File: src/rtl/uart_pkg.sv
`default_nettype none
// ============================================================================
//  Module      : uart_pkg
//  Description : Shared types and helpers for the 8N1 UART receiver: the
//                bit-level state encoding and the clocks-per-bit calculation.
//  Revision    : 1.0  initial release
// ============================================================================
package uart_pkg;

    // Bit-level receiver states (explicit 3-bit encoding)
    typedef enum logic [2:0] {
        IDLE      = 3'd0,
        START     = 3'd1,
        DATA      = 3'd2,
        STOP      = 3'd3,
        WAIT_IDLE = 3'd4
    } uart_state_t;

    // System clocks per serial bit, truncating integer division
    function automatic int clks_per_bit(input int clk_freq, input int baud);
        return clk_freq / baud;
    endfunction

endpackage : uart_pkg
`default_nettype wire

File: src/rtl/uart_rx_byte.sv
`default_nettype none
// ============================================================================
//  Module      : uart_rx_byte
//  Description : 2-flop synchroniser plus bit-level 8N1 receive FSM. Emits
//                one accepted byte with a single-cycle byte_valid strobe.
//                Macro UART_RX_FRAME_ERR_EN adds a frame_err strobe output.
//  Revision    : 1.0  initial release
// ============================================================================
module uart_rx_byte
    import uart_pkg::*;
#(
    parameter int CLK_FREQ = 50_000_000,
    parameter int boadrate = 115200
) (
    input  logic       clk,
    input  logic       arstn,
    input  logic       rx,
    output logic [7:0] rx_byte,
    output logic       byte_valid
`ifdef UART_RX_FRAME_ERR_EN
    ,
    output logic       frame_err
`endif
);

    localparam int c_clks_per_bit = clks_per_bit(CLK_FREQ, boadrate);
    localparam int c_half_bit     = c_clks_per_bit / 2;
    localparam int c_cnt_w        = $clog2(c_clks_per_bit) + 1;

    localparam logic [c_cnt_w-1:0] c_bit_last  = c_cnt_w'(c_clks_per_bit - 1);
    localparam logic [c_cnt_w-1:0] c_half_last = c_cnt_w'(c_half_bit - 1);

    logic               r_rx_meta;
    logic               r_rx_s;
    uart_state_t        r_state;
    logic [c_cnt_w-1:0] r_cnt;
    logic [2:0]         r_bit_idx;
    logic [7:0]         r_shift;
    logic [7:0]         r_byte;
    logic               r_byte_valid;
`ifdef UART_RX_FRAME_ERR_EN
    logic               r_frame_err;
`endif

    // Bring the asynchronous line into the clock domain; idle level is 1
    always_ff @(posedge clk) begin
        if (arstn) begin
            r_rx_meta <= 1'b1;
            r_rx_s    <= 1'b1;
        end else begin
            r_rx_meta <= rx;
            r_rx_s    <= r_rx_meta;
        end
    end

    // Frame FSM: find start edge, confirm at mid-start, sample mid-bit
    always_ff @(posedge clk) begin
        if (arstn) begin
            r_state      <= IDLE;
            r_cnt        <= '0;
            r_bit_idx    <= '0;
            r_shift      <= '0;
            r_byte       <= '0;
            r_byte_valid <= 1'b0;
`ifdef UART_RX_FRAME_ERR_EN
            r_frame_err  <= 1'b0;
`endif
        end else begin
            r_byte_valid <= 1'b0;
`ifdef UART_RX_FRAME_ERR_EN
            r_frame_err  <= 1'b0;
`endif
            case (r_state)
                IDLE: begin
                    r_cnt <= '0;
                    if (!r_rx_s) begin
                        r_state <= START;
                    end
                end
                START: begin
                    if (r_cnt == c_half_last) begin
                        r_cnt     <= '0;
                        r_bit_idx <= '0;
                        // A high line at mid-start is a glitch, not a frame
                        r_state   <= r_rx_s ? IDLE : DATA;
                    end else begin
                        r_cnt <= r_cnt + 1'b1;
                    end
                end
                DATA: begin
                    if (r_cnt == c_bit_last) begin
                        r_cnt              <= '0;
                        r_shift[r_bit_idx] <= r_rx_s;
                        if (r_bit_idx == 3'd7) begin
                            r_state <= STOP;
                        end else begin
                            r_bit_idx <= r_bit_idx + 1'b1;
                        end
                    end else begin
                        r_cnt <= r_cnt + 1'b1;
                    end
                end
                STOP: begin
                    if (r_cnt == c_bit_last) begin
                        r_cnt <= '0;
                        if (r_rx_s) begin
                            r_byte       <= r_shift;
                            r_byte_valid <= 1'b1;
                            r_state      <= IDLE;
                        end else begin
`ifdef UART_RX_FRAME_ERR_EN
                            r_frame_err <= 1'b1;
`endif
                            r_state     <= WAIT_IDLE;
                        end
                    end else begin
                        r_cnt <= r_cnt + 1'b1;
                    end
                end
                WAIT_IDLE: begin
                    // Line stuck low after a bad stop bit: wait for release
                    if (r_rx_s) begin
                        r_state <= IDLE;
                    end
                end
                default: begin
                    r_state <= IDLE;
                end
            endcase
        end
    end

    assign rx_byte    = r_byte;
    assign byte_valid = r_byte_valid;
`ifdef UART_RX_FRAME_ERR_EN
    assign frame_err  = r_frame_err;
`endif

endmodule : uart_rx_byte
`default_nettype wire

File: src/rtl/uart_rx.sv
`default_nettype none
// ============================================================================
//  Module      : uart_rx
//  Description : 8N1 UART receiver that packs DEPTH consecutive bytes into
//                one word (first byte in data[0]) and strobes valid once per
//                word. Macro UART_RX_FRAME_ERR_EN adds a frame_err output
//                and drops the partially packed word on a framing error.
//  Revision    : 1.0  initial release
// ============================================================================
module uart_rx
    import uart_pkg::*;
#(
    parameter int CLK_FREQ = 50_000_000,
    parameter int boadrate = 115200,
    parameter int DEPTH    = 4
) (
    input  logic                  clk,
    input  logic                  arstn,
    input  logic                  rx,
    output logic [DEPTH-1:0][7:0] data,
    output logic                  valid
`ifdef UART_RX_FRAME_ERR_EN
    ,
    output logic                  frame_err
`endif
);

    localparam int c_idx_w = (DEPTH > 1) ? $clog2(DEPTH) : 1;
    localparam logic [c_idx_w-1:0] c_idx_last = c_idx_w'(DEPTH - 1);

    logic [7:0]            w_byte;
    logic                  w_byte_valid;
`ifdef UART_RX_FRAME_ERR_EN
    logic                  w_frame_err;
`endif

    logic [DEPTH-1:0][7:0] r_data;
    logic [c_idx_w-1:0]    r_idx;
    logic                  r_valid;

    uart_rx_byte #(
        .CLK_FREQ (CLK_FREQ),
        .boadrate (boadrate)
    ) u_byte (
        .clk        (clk),
        .arstn      (arstn),
        .rx         (rx),
        .rx_byte    (w_byte),
        .byte_valid (w_byte_valid)
`ifdef UART_RX_FRAME_ERR_EN
        ,
        .frame_err  (w_frame_err)
`endif
    );

    // Drop each accepted byte into its slot; strobe valid on the last slot
    always_ff @(posedge clk) begin
        if (arstn) begin
            r_data  <= '0;
            r_idx   <= '0;
            r_valid <= 1'b0;
        end else begin
            r_valid <= 1'b0;
            if (w_byte_valid) begin
                for (int i = 0; i < DEPTH; i++) begin
                    if (r_idx == c_idx_w'(i)) begin
                        r_data[i] <= w_byte;
                    end
                end
                if (r_idx == c_idx_last) begin
                    r_valid <= 1'b1;
                    r_idx   <= '0;
                end else begin
                    r_idx <= r_idx + c_idx_w'(1);
                end
            end
`ifdef UART_RX_FRAME_ERR_EN
            // A corrupted byte poisons the word being assembled
            if (w_frame_err) begin
                r_idx <= '0;
            end
`endif
        end
    end

    assign data  = r_data;
    assign valid = r_valid;
`ifdef UART_RX_FRAME_ERR_EN
    assign frame_err = w_frame_err;
`endif

endmodule : uart_rx
`default_nettype wire

File: config.mk
export PLATFORM = sky130hd
export DESIGN_NAME = uart_rx
export DESIGN_NICKNAME = d
export VERILOG_FILES = /design/src/rtl/uart_pkg.sv /design/src/rtl/uart_rx_byte.sv /design/src/rtl/uart_rx.sv
export SDC_FILE = /design/constraint.sdc
export NUM_CORES = 1
export LEC_CHECK = 0
export CORE_ASPECT_RATIO = 1.25
export CORE_MARGIN = 1.5
export CORE_UTILIZATION = 55
export DETAILED_ROUTE_END_ITERATION = 8
export GPL_ROUTABILITY_DRIVEN = 0
export GPL_TIMING_DRIVEN = 0
export PLACE_DENSITY_LB_ADDON = 0.05
export SLEW_MARGIN = 20
export SYNTH_ARGS = -nofsm -noshare
export SYNTH_HDL_FRONTEND = slang
export SYNTH_HIERARCHICAL = 1
export SYNTH_SLANG_ARGS = --single-unit
File: constraint.sdc
create_clock -name clk -period 1.9 [get_ports clk]
set_input_delay 0.475 -clock clk [delete_from_list [all_inputs] [get_ports clk]]
set_output_delay 0.475 -clock clk [all_outputs]
set_load 0.01 [all_outputs]
; After elaboration in Yosys (flattened, before gate mapping)
; Cells that the tools add are included.
[totals]
register_bits = 70
inputBits = 3
elab_cells = 77
[op_classes]
n_addsub = 3
n_lt_le_gt_ge = 2
n_eq_ne = 17
muxes = 22
bitwise_logic = 3
reduce_logical = 16
[op_table]
columns = op, count
row1 = 2-to-1 mux 3 bit, 10
row2 = case mux 10 bit (3 select lines), 1
row3 = 2-to-1 mux 10 bit, 2
row4 = case mux 3 bit (5 select lines), 1
row5 = "adder 10 x 1 -> 10 bit, second input constant", 1
row6 = "equality test 10 x 8 -> 1 bit, second input constant", 1
row7 = "equality test 10 x 9 -> 1 bit, second input constant", 1
row8 = "!= test 2 x 1 -> 1 bit, second input constant", 5
row9 = AND reduction 2 bit, 5
row10 = bitwise mux 8 bit, 1
row11 = "equality test 3 x 2 -> 1 bit, second input constant", 2
row12 = "equality test 3 bit, second input constant", 2
row13 = case mux 3 bit (2 select lines), 1
row14 = AND reduction 6 bit, 1
row15 = "equality test 2 bit, second input constant", 2
row16 = "less-than comparator 3 x 4 -> 1 bit, second input constant", 1
row17 = 2-to-1 mux 2 bit, 2
row18 = "!= test 2 bit, second input constant", 2
row19 = AND reduction 4 bit, 1
row20 = OR reduction 2 bit, 2
row21 = "adder 3 x 1 -> 3 bit, second input constant", 1
row22 = demux 1 bit (select 3 bit), 1
row23 = "equality test 3 x 1 -> 1 bit, second input constant", 1
row24 = "greater-or-equal comparator 3 x 1 -> 1 bit, second input constant", 1
row25 = 11 further kinds, 15

; Logic depth before layout (Yosys ltp)
; Gate-level depths: netlist (run 1).
[depth]
depth_word = 5
mapped_depth = 8
depth_no_buf = 7

; By module
; The synthesis (run 1) kept the hierarchy.
[modules_own_cells]
columns = mod, instances, cells_per_inst, area_each_um2
row1 = uart_rx_byte, 1, 194, 1687.9
row2 = uart_rx, 1, 132, 1451.4

; Least setup slack after synthesis (run 1)
; No wires, ideal clock.
[synth_path]
path_type = reg-to-reg
startpoint = register u_byte.r_cnt[1]
endpoint = register u_byte.r_cnt[6]
setup_ns = 0.074
arrival_time_ns = 1.661
required_time_ns = 1.826
path_slack_ns = 0.165
path_stages_with_launch = 8
period_less_slack_ns = 1.735
cell_sequence = dfxtp_1 > inv_1 > ha_1 > and3b_1 > and3_1 > o21a_4 > or3_1 > a31oi_1
[synth_between]
elab_chain_len = 3
[synth_lines]
columns = item, line_no
row1 = "start, declared", uart_rx_byte.sv:36  ; logic [c_cnt_w-1:0] r_cnt;
row2 = "start signal, assigned", uart_rx_byte.sv:87  ; r_cnt <= r_cnt + 1'b1;
row3 = "start signal, assigned", uart_rx_byte.sv:100  ; r_cnt <= r_cnt + 1'b1;
row4 = "start signal, assigned", uart_rx_byte.sv:117  ; r_cnt <= r_cnt + 1'b1;
row5 = "adder 10 x 1 -> 10 bit, or another cell as far along", "uart_rx_byte.sv:87, uart_rx_byte.sv:100, uart_rx_byte.sv:117"
row6 = "2-to-1 mux 10 bit, on equally long branches", "uart_rx_byte.sv:91, uart_rx_byte.sv:104, uart_rx_byte.sv:81"
row7 = case mux 10 bit (3 select lines) *, uart_rx_byte.sv:73  ; case (r_state)
; Mark *: on every way between the ends. The rest lies on a longest branch, timed or not.
; A chain may end at the register's enable or synchronous reset.

; Worst setup path after layout (run 1)
[layout_path]
startpoint = register u_byte.r_state[2]
endpoint = register u_byte.r_shift[3]
[layout_between]
elab_chain_len = 2
[layout_lines]
columns = item, line_no
row1 = "start, declared", uart_rx_byte.sv:35  ; uart_state_t r_state;
row2 = "start signal, assigned", uart_rx_byte.sv:85  ; r_state <= r_rx_s ? IDLE : DATA;
row3 = equality test 3 x 2 -> 1 bit, uart_rx_byte.sv:73
row4 = AND reduction 2 bit (no line), n/a
row5 = "end signal, assigned by index", uart_rx_byte.sv:93  ; r_shift[r_bit_idx] <= r_rx_s;
row6 = "end, declared", uart_rx_byte.sv:38  ; logic [7:0] r_shift;
; Every way passes these cells.

==> results.yml, run 1 <==
grt:
  grt_max_degree: 13
  met3_usage_pct: 3.70
  antenna_found_initial: 0
  first_global_vias: 2280
  gr-total-overflow: 0
  use_met1_pct: 26.8
  grt_util_all_layers_pct: 22.3
  grt_pass1_wl_mm: 10.7
  grt_use_met2_pct: 37.7
  gr-max-usage-layer: "met2"
worst_setup_path:
  crit_family: "simple AND/OR/NAND/NOR gates"
  r2r_start: "u_byte/r_state[2]$_SDFFE_PP0P_"
  rr_endpoint: "u_byte/r_shift[3]$_SDFFE_PP0P_"
  crit_path_max_incr_delay_ns: 0.33
  start_kind: "flop"
  crit_arrival_ns: 2.07
  endpoint_kind: "flop"
  worstPathRequired_ns: 2.12
  r2r_slack_ns: 0.05
  crit_fanout: 10
  cpMaxStageDelayCell: "dfxtp_1"
  crit_chain: "buf_1 > nor3b_2 > nand4_1 > buf_4 > nor4_1 > mux2i_1 > nor2_1"
  critPathBufInv: 2
  crit_type: "reg2reg"
  startpoint: "u_byte/r_state[2]$_SDFFE_PP0P_"
  ff2ff_path_depth: 7
finish:
  stdcell_count: 443
  final_common_cell: "dfxtp_1"
  syn_to_final_growth_pct: 25.1
  layout-drive-gt1-share_pct: 13.2
  stdcell_area_um2: 3930
  diodes: 0
  fillers: 423
  final_cell_mix: "68 x dfxtp_1, 49 x mux2i_1, 44 x nand2b_1"
  num-nets-final: 388
  final_core_util_pct: 71.7
power_and_ir_drop:
  ir_drop_mv: 0.740
  p_leak_nw: 1.53
  p_per_area_nw_per_um2: 808
clock_network:
  cts_buffers: 9
  cts.sinks: 70
  clock_path_buffers: 2
  clock-root-buffer: "clkbuf_8"
  ctsHoldBuffers: 0
  path_clk_slew_ns: 0.08
  cts_tree: "built"
  insertion_delay_ns: 0.34
  htreeDepth: 3
timing:
  whs_ns: 0.411
  setup_viol: 0
  max_freq_ghz: 0.542
  tightest_slew_ns: 0.478
  fin_skew_ns: 0.0111
  drv_slew: 0
  fin_crit_sh_pct: 97.2
  hold_viol_final: 0
  slew_headroom_pct: 68.2
  min_period_ns: 1.85
logic_synthesis:
  synth_edf_count: 0
  avgSynthCellArea_um2: 9.63
  synth_cell_types: 45
  synthesis.area_um2: 3140
  async_reset_ff_share_pct: 0
  synth_seq_area_share_pct: 44.6
  synth_nets: 339
  synthCells: 326
  synthFlopType: "dfxtp_1"
  ys_ff_latch: 70
  ys_warn_count: 6
floorplan:
  core_area_um2: 5480
  initial_core_util_pct: 57.3
  die_w_um: 70.6
  io_pins: 36
  fp-row-count: 30
  die_y_um: 87.5
  dieArea_um2: 6170
placement:
  post-dp-hpwl_mm: 4.41
  portBuffers: 35
  placedCellCount: 425
  place_area_um2: 3570
detailed_routing:
  post_drt_wl_per_cell_um: 14.7
  drc_errors: 0
  first_iter_violations: 111
  ant_nets: 0
  vias_per_cell: 5.47
  vias: 2422
  firstDrtPassIters: 4
  route.final.wire_length_mm: 6.51
hold_path:
  hold_depth: 1
  min_path_type: "reg2reg"
  hold_end: "u_byte/r_rx_s$_SDFF_PP1_"
  worstHoldStart: "u_byte/r_rx_meta$_SDFF_PP1_"
outcome:
  status: "finished clean"
job:
  cap_viol_max_count: 0
==> metrics by stage <==
step	power [mW]	worst slack, ns	setup TNS (ns)
final	3.17	0.0534	0
after global routing	3.29	-0.0449	-0.0805
after CTS	3.19	0.00384	0
after detailed placement	1.72	-0.265	-6.75
after global placement	1.72	-0.304	-8.18
after floorplan	1.67	0.165	0
==> area by class of cell <==
class / count / area (um^2) / share of cell area, %
Inverter: 8 / 30.0 / 0.764
Buffer: 19 / 103 / 2.61
Clock inverter: 5 / 108 / 2.74
Multi-Input combinational cell: 229 / 1690 / 43.0
Sequential cell: 70 / 1410 / 35.9
Tap cell: 64 / 80.1 / 2.04
Timing Repair Buffer: 38 / 373 / 9.49
Clock buffer: 10 / 138 / 3.50
==> worst reg2reg max path, delay by kind of cell (launching register included) <==
family,cells,cell delay [ns]
simple gates,4,0.73
buf+inv,2,0.43
flops,1,0.33
mux,1,0.24
==> report_power, final <==
| group | switching, mW | internal, mW |
|---|---|---|
| clock network | 0.549 | 0.905 |
| registers | 0.0169 | 1.48 |
| logic | 0.122 | 0.103 |
==> synth_stat cells (2+ instances only) <==
master | n | area share, %
nand2b_1 | 44 | 8.8
nor4_1 | 6 | 1.2
ha_1 | 10 | 4.0
or3_1 | 4 | 0.80
nand4_1 | 4 | 0.80
nand2_2 | 2 | 0.40
nor3_1 | 6 | 0.96
nor2_1 | 21 | 2.5
o21ai_0 | 4 | 0.64
a21oi_1 | 9 | 1.4
and2_1 | 3 | 0.60
inv_1 | 8 | 0.96
and3b_1 | 3 | 0.84
nor2b_1 | 4 | 0.80
and3_1 | 3 | 0.60
buf_2 | 5 | 0.80
a31oi_1 | 7 | 1.4
nand2_1 | 17 | 2.0
clkbuf_1 | 11 | 1.3
or3b_1 | 2 | 0.56
or2_2 | 3 | 0.60
mux2i_1 | 49 | 16
nand3_1 | 9 | 1.4
dfxtp_1 | 70 | 45
o31ai_1 | 2 | 0.48
==> registers in the layout, indices dropped and copies added, names as in the netlist <==
signal             cells
u_byte/r_rx_s          1
u_byte/r_rx_meta       1
u_byte/rx_byte         8
u_byte/r_cnt          10
r_idx                  2
u_byte/byte_valid      1
u_byte/r_bit_idx       3
u_byte/r_state         3
valid                  1
u_byte/r_shift         8
data                  32
==> repair_timing <==
item | in CTS | in global routing
pin swaps | 2 | 5
endpoints found under the hold margin | 0 | 0
endpoints found under the setup margin | 14 | 30
gates resized for setup | 4 | 25
setup buffers | 2 | 1
==> how the worst max path moves through the flow <==
stage | endpoint | slack (ns) | depth (start not counted)
floorplan | u_byte/r_cnt[6]$_SDFFE_PP0P_ | 0.16 | 7
global placement | u_byte/r_shift[1]$_SDFFE_PP0P_ | -0.30 | 4
finish | u_byte/r_shift[3]$_SDFFE_PP0P_ | 0.05 | 7
CTS | u_byte/rx_byte[1]$_SDFFE_PP0P_ | 0.004 | 7
detailed placement | u_byte/r_shift[0]$_SDFFE_PP0P_ | -0.27 | 4
global route | u_byte/r_shift[3]$_SDFFE_PP0P_ | -0.04 | 7
==> routing by layer <==
metal	share of wire (%)	up-vias	wire length, um
met1	44	1132	2890
met3	3.1	10	202
met2	50	48	3270
met5	0	-	0
li1	-	1232	-
met4	2.1	0	139
==> logic make-up after synthesis <==
logic type / count (synthesis) / share of synthesized area (%)
buffers and inverters: 27 / 3.83
flip-flops: 70 / 44.6
AO/OA/AOI/OAI: 31 / 6.54
AND/OR/NAND/NOR: 139 / 25.4
adder cells (fa/ha/maj): 10 / 3.99
multiplexers: 49 / 15.6
No activity file was read; power rests on OpenSTA's default activity.
==> run 2, diff against run 1 <==
Settings changed: CORE_UTILIZATION 55 to 50.
Clock period 1.9 ns to 1.6 ns, I/O delays scaled along.
==> run 2 against run 1 <==
  * The run now ends with negative setup slack left
  * Sequential share of layout area is 3.5 points lower
  * Global-route usage is 1.1 points higher
  * Wire length is 17% higher
  * Power is 31% higher
  * Sequential power is 19% higher
  * Maximum frequency is 0.95% higher
  * Non-clock buffer count is 24 higher
  * Critical path type unchanged
  * Largest power group is now clock
==> results.yml, run 2 (synthesized netlist as in run 1, its figures left out) <==
finish:
  layout-drive-gt1-share_pct: 26.7
  stdcell_count: 489
  diodes: 0
  fillers: 460
  largest_reg_flops: 32
  syn_to_final_growth_pct: 40.8
  num-nets-final: 412
  final_cell_mix: "58 x dfxtp_1, 49 x mux2i_1, 41 x nand2b_1"
  final_common_cell: "dfxtp_1"
  seq_area_um2: 1430
  multiInputGateArea_um2: 1900
clock_network:
  insertion_delay_ns: 0.35
  cts.sinks: 70
  path_clk_slew_ns: 0.08
  cts_buffers: 9
  cts_tree: "built"
  clock_path_buffers: 2
  clock-root-buffer: "clkbuf_8"
  htreeDepth: 3
  ctsHoldBuffers: 0
detailed_routing:
  vias: 2609
  vias_per_cell: 5.34
  first_iter_violations: 149
  post_drt_wl_per_cell_um: 15.6
  firstDrtPassIters: 5
  route.final.wire_length_mm: 7.63
  drc_errors: 0
  ant_nets: 0
timing:
  min_period_ns: 1.83
  rsz0062_at_grt: "true"
  tns_ns: -2.81
  tightest_slew_ns: 0.561
  fin_ws_ns: -0.229
  fin_crit_sh_pct: 114
  max_freq_ghz: 0.547
  slew_headroom_pct: 62.6
  setup_viol: 28
  drv_slew: 0
  hold_viol_final: 0
  fin_skew_ns: 0.0100
placement:
  place_ws_ns: -0.572
  post-dp-hpwl_mm: 4.56
  placedCellCount: 446
  portBuffers: 35
floorplan:
  io_pins: 36
  die_y_um: 91.6
  die_w_um: 73.9
  initial_core_util_pct: 51.2
  core_area_um2: 6130
  fp-row-count: 32
  dieArea_um2: 6770
power_and_ir_drop:
  p_leak_nw: 1.90
  ir_drop_mv: 0.553
  p_per_area_nw_per_um2: 940
  p_total_mw: 4.15
worst_setup_path:
  rr_endpoint: "u_byte/r_shift[0]$_SDFFE_PP0P_"
  path_common_cell: "buf_6"
  start_kind: "flop"
  worstPathRequired_ns: 1.84
  crit_path_max_incr_delay_ns: 0.32
  crit_chain: "buf_6 > nor4b_4 > nand4_1 > buf_6 > buf_6 > nor4_4 > mux2i_1 > nor2_1"
  r2r_slack_ns: -0.23
  ff2ff_path_depth: 8
  cpMaxStageDelayCell: "dfxtp_1"
  crit_arrival_ns: 2.07
  endpoint_kind: "flop"
  r2r_start: "u_byte/r_cnt[2]$_SDFFE_PP0P_"
  crit_type: "reg2reg"
  crit_fanout: 7
grt:
  gr-total-overflow: 0
  grt_max_degree: 13
  grt_pass1_wl_mm: 12.0
  antenna_found_initial: 0
  grt_util_all_layers_pct: 23.3
  first_global_vias: 2360
outcome:
  status: "complete, but fails checks"
  violations: "negative setup slack"
job:
  cap_viol_max_count: 0
hold_path:
  hold_depth: 1
  worstHoldStart: "u_byte/r_rx_meta$_SDFF_PP1_"
  min_path_type: "reg2reg"
  hold_end: "u_byte/r_rx_s$_SDFF_PP1_"
[run 2: changes by cell type in the layout (fill, tap and decap cells not counted), sizes merged]
| cell | delta |
|---|---|
| bufinv | +1 |
| dlygate4sd2 | +33 |
| clkdlybuf4s50 | -33 |
| inv | +1 |
| clkinv | -2 |
| buf | +25 |
[run 2: per-stage QoR]
stage / hold slack, ns / util [%] / area (um^2)
after floorplan: 0.389 / - / 3190
after global placement: 0.394 / 59.5 / 3640
after detailed placement: 0.403 / 59.5 / 3640
after CTS: 0.426 / 67.7 / 4150
after global routing: 0.437 / 72.2 / 4420
final: 0.430 / 72.2 / 4420
[run 2: layout make-up]
class / count / area share [%]
plain buffers: 18 / 2.60
clock buffers: 11 / 3.20
clock inverters: 5 / 2.92
inverters: 8 / 0.793
multi-input cells: 229 / 43.0
flip-flops and latches: 70 / 32.3
well taps: 85 / 2.41
repair buffers: 63 / 12.7
[run 2: layer usage]
layer / share of wire (%) / GRT usage [%]
met5: 0 / 0
met1: 44 / 30.2
met4: 2.1 / 8.33
met3: 4.1 / 5.99
met2: 50 / 36.9
[run 2: repair_timing]
action	4_1_cts	5_1_grt
endpoints found under the setup margin	64	33
resized for setup	77	43
gates cloned	0	3
pin swaps	7	16
buffers inserted	12	15
[run 2: power by group]
part | internal, mW | switching (mW)
logic | 0.230 | 0.208
registers | 1.75 | 0.0237
clock network | 1.24 | 0.698
[run 2: how the worst max path moves through the flow]
stage | startpoint | to | slack (ns)
floorplan | u_byte/r_state[0]$_SDFFE_PP0P_ | u_byte/r_cnt[8]$_SDFFE_PP0P_ | -0.04
global placement | arstn | u_byte/r_cnt[5]$_SDFFE_PP0P_ | -0.59
finish | u_byte/r_cnt[2]$_SDFFE_PP0P_ | u_byte/r_shift[0]$_SDFFE_PP0P_ | -0.23
detailed placement | arstn | u_byte/r_cnt[5]$_SDFFE_PP0P_ | -0.57
global route | u_byte/r_cnt[2]$_SDFFE_PP0P_ | u_byte/r_shift[0]$_SDFFE_PP0P_ | -0.24
CTS | u_byte/r_cnt[0]$_SDFFE_PP0P_ | u_byte/r_state[0]$_SDFFE_PP0P_ | -0.15
[run 2: worst max-delay path, delay by kind of cell, from the launching register on]
family | cells | cell delay, ns
AND/OR/NAND/NOR | 4 | 0.67
buffers and inverters | 3 | 0.46
flip-flops | 1 | 0.32
multiplexers | 1 | 0.26
==> run 3, diff against run 2 <==
Settings changed: ABC_AREA set to 1, CORE_UTILIZATION 50 to 51, RECOVER_POWER set to 100.
==> run 3 against run 2 <==
  * The run now ends clean
  * Sequential power rose by 8%
  * Sequential share of layout area rose by 0.48 points
  * Design area fell by 3.0%
  * Non-clock buffer count fell by 24
  * Via count rose by 16%
  * Clock skew fell by 0.0013 ns
  * Global-route usage fell by 1.5 points
  * Power rose by 19%
  * Synthesized cell count rose by 53%
  * Critical path type unchanged
==> results.yml, run 3 <==
outcome:
  status: "finished clean"
floorplan:
  core_area_um2: 6610
  initial_core_util_pct: 53.4
  io_pins: 36
  die_y_um: 95.9
  dieArea_um2: 7420
  die_w_um: 77.4
  fp-row-count: 33
clock_network:
  cts_buffers: 9
  clock_path_buffers: 2
  cts.sinks: 70
  htreeDepth: 3
  insertion_delay_ns: 0.35
  cts_tree: "built"
  clock-root-buffer: "clkbuf_8"
  path_clk_slew_ns: 0.08
power_and_ir_drop:
  ir_drop_mv: 0.959
  p_per_area_nw_per_um2: 1160
  p_sw_share_pct: 33.4
  p_comb_share_pct: 26.7
  p_leak_nw: 2.31
  p_sw_mw: 1.65
  p_seq_share_pct: 39.1
  clkPwrFrac_pct: 34.3
  p_int_mw: 3.30
detailed_routing:
  vias: 3025
  firstDrtPassIters: 4
  drc_errors: 0
  vias_per_cell: 4.71
  route.final.wire_length_mm: 7.55
  ant_nets: 0
  post_drt_wl_per_cell_um: 11.8
  first_iter_violations: 79
placement:
  placedCellCount: 620
  portBuffers: 35
  post-dp-hpwl_mm: 5.20
timing:
  fin_skew_ns: 0.00876
  tightest_slew_ns: 0.517
  fin_crit_sh_pct: 97.2
  rsz0062_at_grt: "true"
  drv_slew: 0
  hold_viol_final: 0
  setup_viol: 0
  min_period_ns: 1.56
  slew_headroom_pct: 65.6
  max_freq_ghz: 0.643
  whs_ns: 0.412
grt:
  grt_util_all_layers_pct: 21.8
  gr-total-overflow: 0
  grt_max_degree: 13
  first_global_vias: 2765
  grt_pass1_wl_mm: 12.5
  antenna_found_initial: 0
worst_setup_path:
  crit_arrival_ns: 1.84
  endpoint_kind: "flop"
  crit_family: "flip-flops"
  cpMaxStageDelayCell: "dfxtp_4"
  path_common_cell: "buf_6"
  crit_fanout: 7
  crit_chain: "ha_4 > nand2_4 > nor2_4 > nand3_4 > buf_6 > nor2_4 > buf_6 > buf_6 > o21ai_2 > a21oi_2"
  crit_type: "reg2reg"
  start_kind: "flop"
  worstPathRequired_ns: 1.89
  crit_path_max_incr_delay_ns: 0.40
  critPathBufInv: 3
logic_synthesis:
  avgSynthCellArea_um2: 7.08
  ys_warn_count: 6
  synth_common_cells: "123 x nand2_1, 108 x nor2_1, 70 x dfxtp_1"
  synth_edf_count: 0
  synth_seq_area_share_pct: 39.8
  synth_cell_types: 34
  async_reset_ff_share_pct: 0
  synth_area_leaders: "dfxtp_1 40%, nand2_1 13%, nor2_1 12%"
  yosys.cell_count.top_type: "nand2_1"
  synthCells: 498
  yosysTopAreaCell: "dfxtp_1"
  synthesis.area_um2: 3520
  synth_top_area_share_pct: 39.8
  synthFlopType: "dfxtp_1"
  ys_ff_latch: 70
  synth_nets: 511
finish:
  diodes: 0
  final_common_cell: "nand2_1"
  syn_to_final_growth_pct: 21.6
  fillers: 640
  num-nets-final: 563
  final_cell_mix: "119 x nand2_1, 107 x nor2_1, 68 x dfxtp_1"
  layout-drive-gt1-share_pct: 16.8
  largest_reg_flops: 32
  stdcell_count: 642
hold_path:
  min_path_type: "reg2reg"
job:
  cap_viol_max_count: 0
run 3: cell types whose count changed after synthesis, moves of 8 or more:
| cell | delta |
|---|---|
| o21ai_1 | +8 |
| nand2_2 | +14 |
| nor2_1 | +87 |
| clkbuf_1 | -8 |
| mux2i_1 | -49 |
| nand2_1 | +106 |
| inv_1 | +57 |
| buf_6 | +8 |
| nand2b_1 | -44 |
run 3: worst reg2reg max path, stage by stage, from the launching register on:
cell     delay [ns]
dfxtp_4        0.40
ha_4           0.15
nand2_4        0.05
nor2_4         0.12
nand3_4        0.13
buf_6          0.15
nor2_4         0.10
buf_6          0.13
buf_6          0.12
o21ai_2        0.05
a21oi_2        0.10
run 3: worst paths after layout:
path | slack (ns) | cells past startpoint | to | from
setup / recovery | 0.04 | 10 | u_byte/rx_byte[1]$_SDFFE_PP0P_ | u_byte/r_cnt[0]$_SDFFE_PP0P_
hold / removal | 0.41 | 1 | u_byte/r_rx_s$_SDFF_PP1_ | u_byte/r_rx_meta$_SDFF_PP1_
setup reg to reg | 0.04 | 10 | u_byte/rx_byte[1]$_SDFFE_PP0P_ | u_byte/r_cnt[0]$_SDFFE_PP0P_
hold reg to reg | 0.41 | 1 | u_byte/r_rx_s$_SDFF_PP1_ | u_byte/r_rx_meta$_SDFF_PP1_
run 3: layout make-up:
type	instances	area (um^2)	area share, %
Inverter	73	277	6.45
Multi-Input combinational cell	339	1770	41.2
Tap cell	87	109	2.54
Clock buffer	12	165	3.85
Timing Repair Buffer	41	365	8.52
Sequential cell	70	1410	32.8
Clock inverter	4	76.3	1.78
Buffer	16	123	2.86
run 3: metal layers:
layer	part of all wire (%)	routed length, um	vias up	track usage, %
met2	51	3850	56	38.7
met4	2.0	154	0	9.85
met1	44	3330	1355	25.7
met5	0	0	-	0
met3	2.9	219	13	4.17
li1	-	-	1601	-
run 3: cell families after synthesis:
kind of cell | count (synthesis) | synth area share, %
buffers and inverters | 89 | 11.7
and+or+nand+nor | 292 | 38.9
adders and majority gates | 10 | 3.55
AOI/OAI and AO/OA | 36 | 5.82
xor gates and xnor gates | 1 | 0.249
DFF | 70 | 39.8
run 3: power groups by stage:
stage	Sequential (mW)	Combinational, mW	Clock, mW
2_1_floorplan	1.94	0.985	0
3_3_place_gp	1.96	1.17	0
3_5_place_dp	1.96	1.19	0
4_1_cts	1.92	1.20	1.73
5_1_grt	1.94	1.50	1.81
6_report	1.93	1.32	1.70
run 3: through the flow:
step / instance area, um^2 / setup slack, ns / TNS, ns / util (%) / total power [mW]
2_1_floorplan: 3520 / 0.135 / 0 / - / 2.93
3_3_place_gp: 3980 / -0.212 / -4.38 / 60.3 / 3.13
3_5_place_dp: 3980 / -0.229 / -4.65 / 60.3 / 3.15
4_1_cts: 4190 / 0.0286 / 0 / 63.4 / 4.85
5_1_grt: 4290 / -0.0426 / -0.193 / 64.9 / 5.26
6_report: 4290 / 0.0446 / 0 / 64.9 / 4.95
run 3: repair_timing:
| item | 4_1_cts | 5_1_grt |
|---|---|---|
| hold buffers | 0 | 0 |
| gates resized for setup | 35 | 25 |
| setup buffers | 0 | 6 |
| pin swaps | 0 | 10 |
| endpoints found under the setup margin | 56 | 25 |
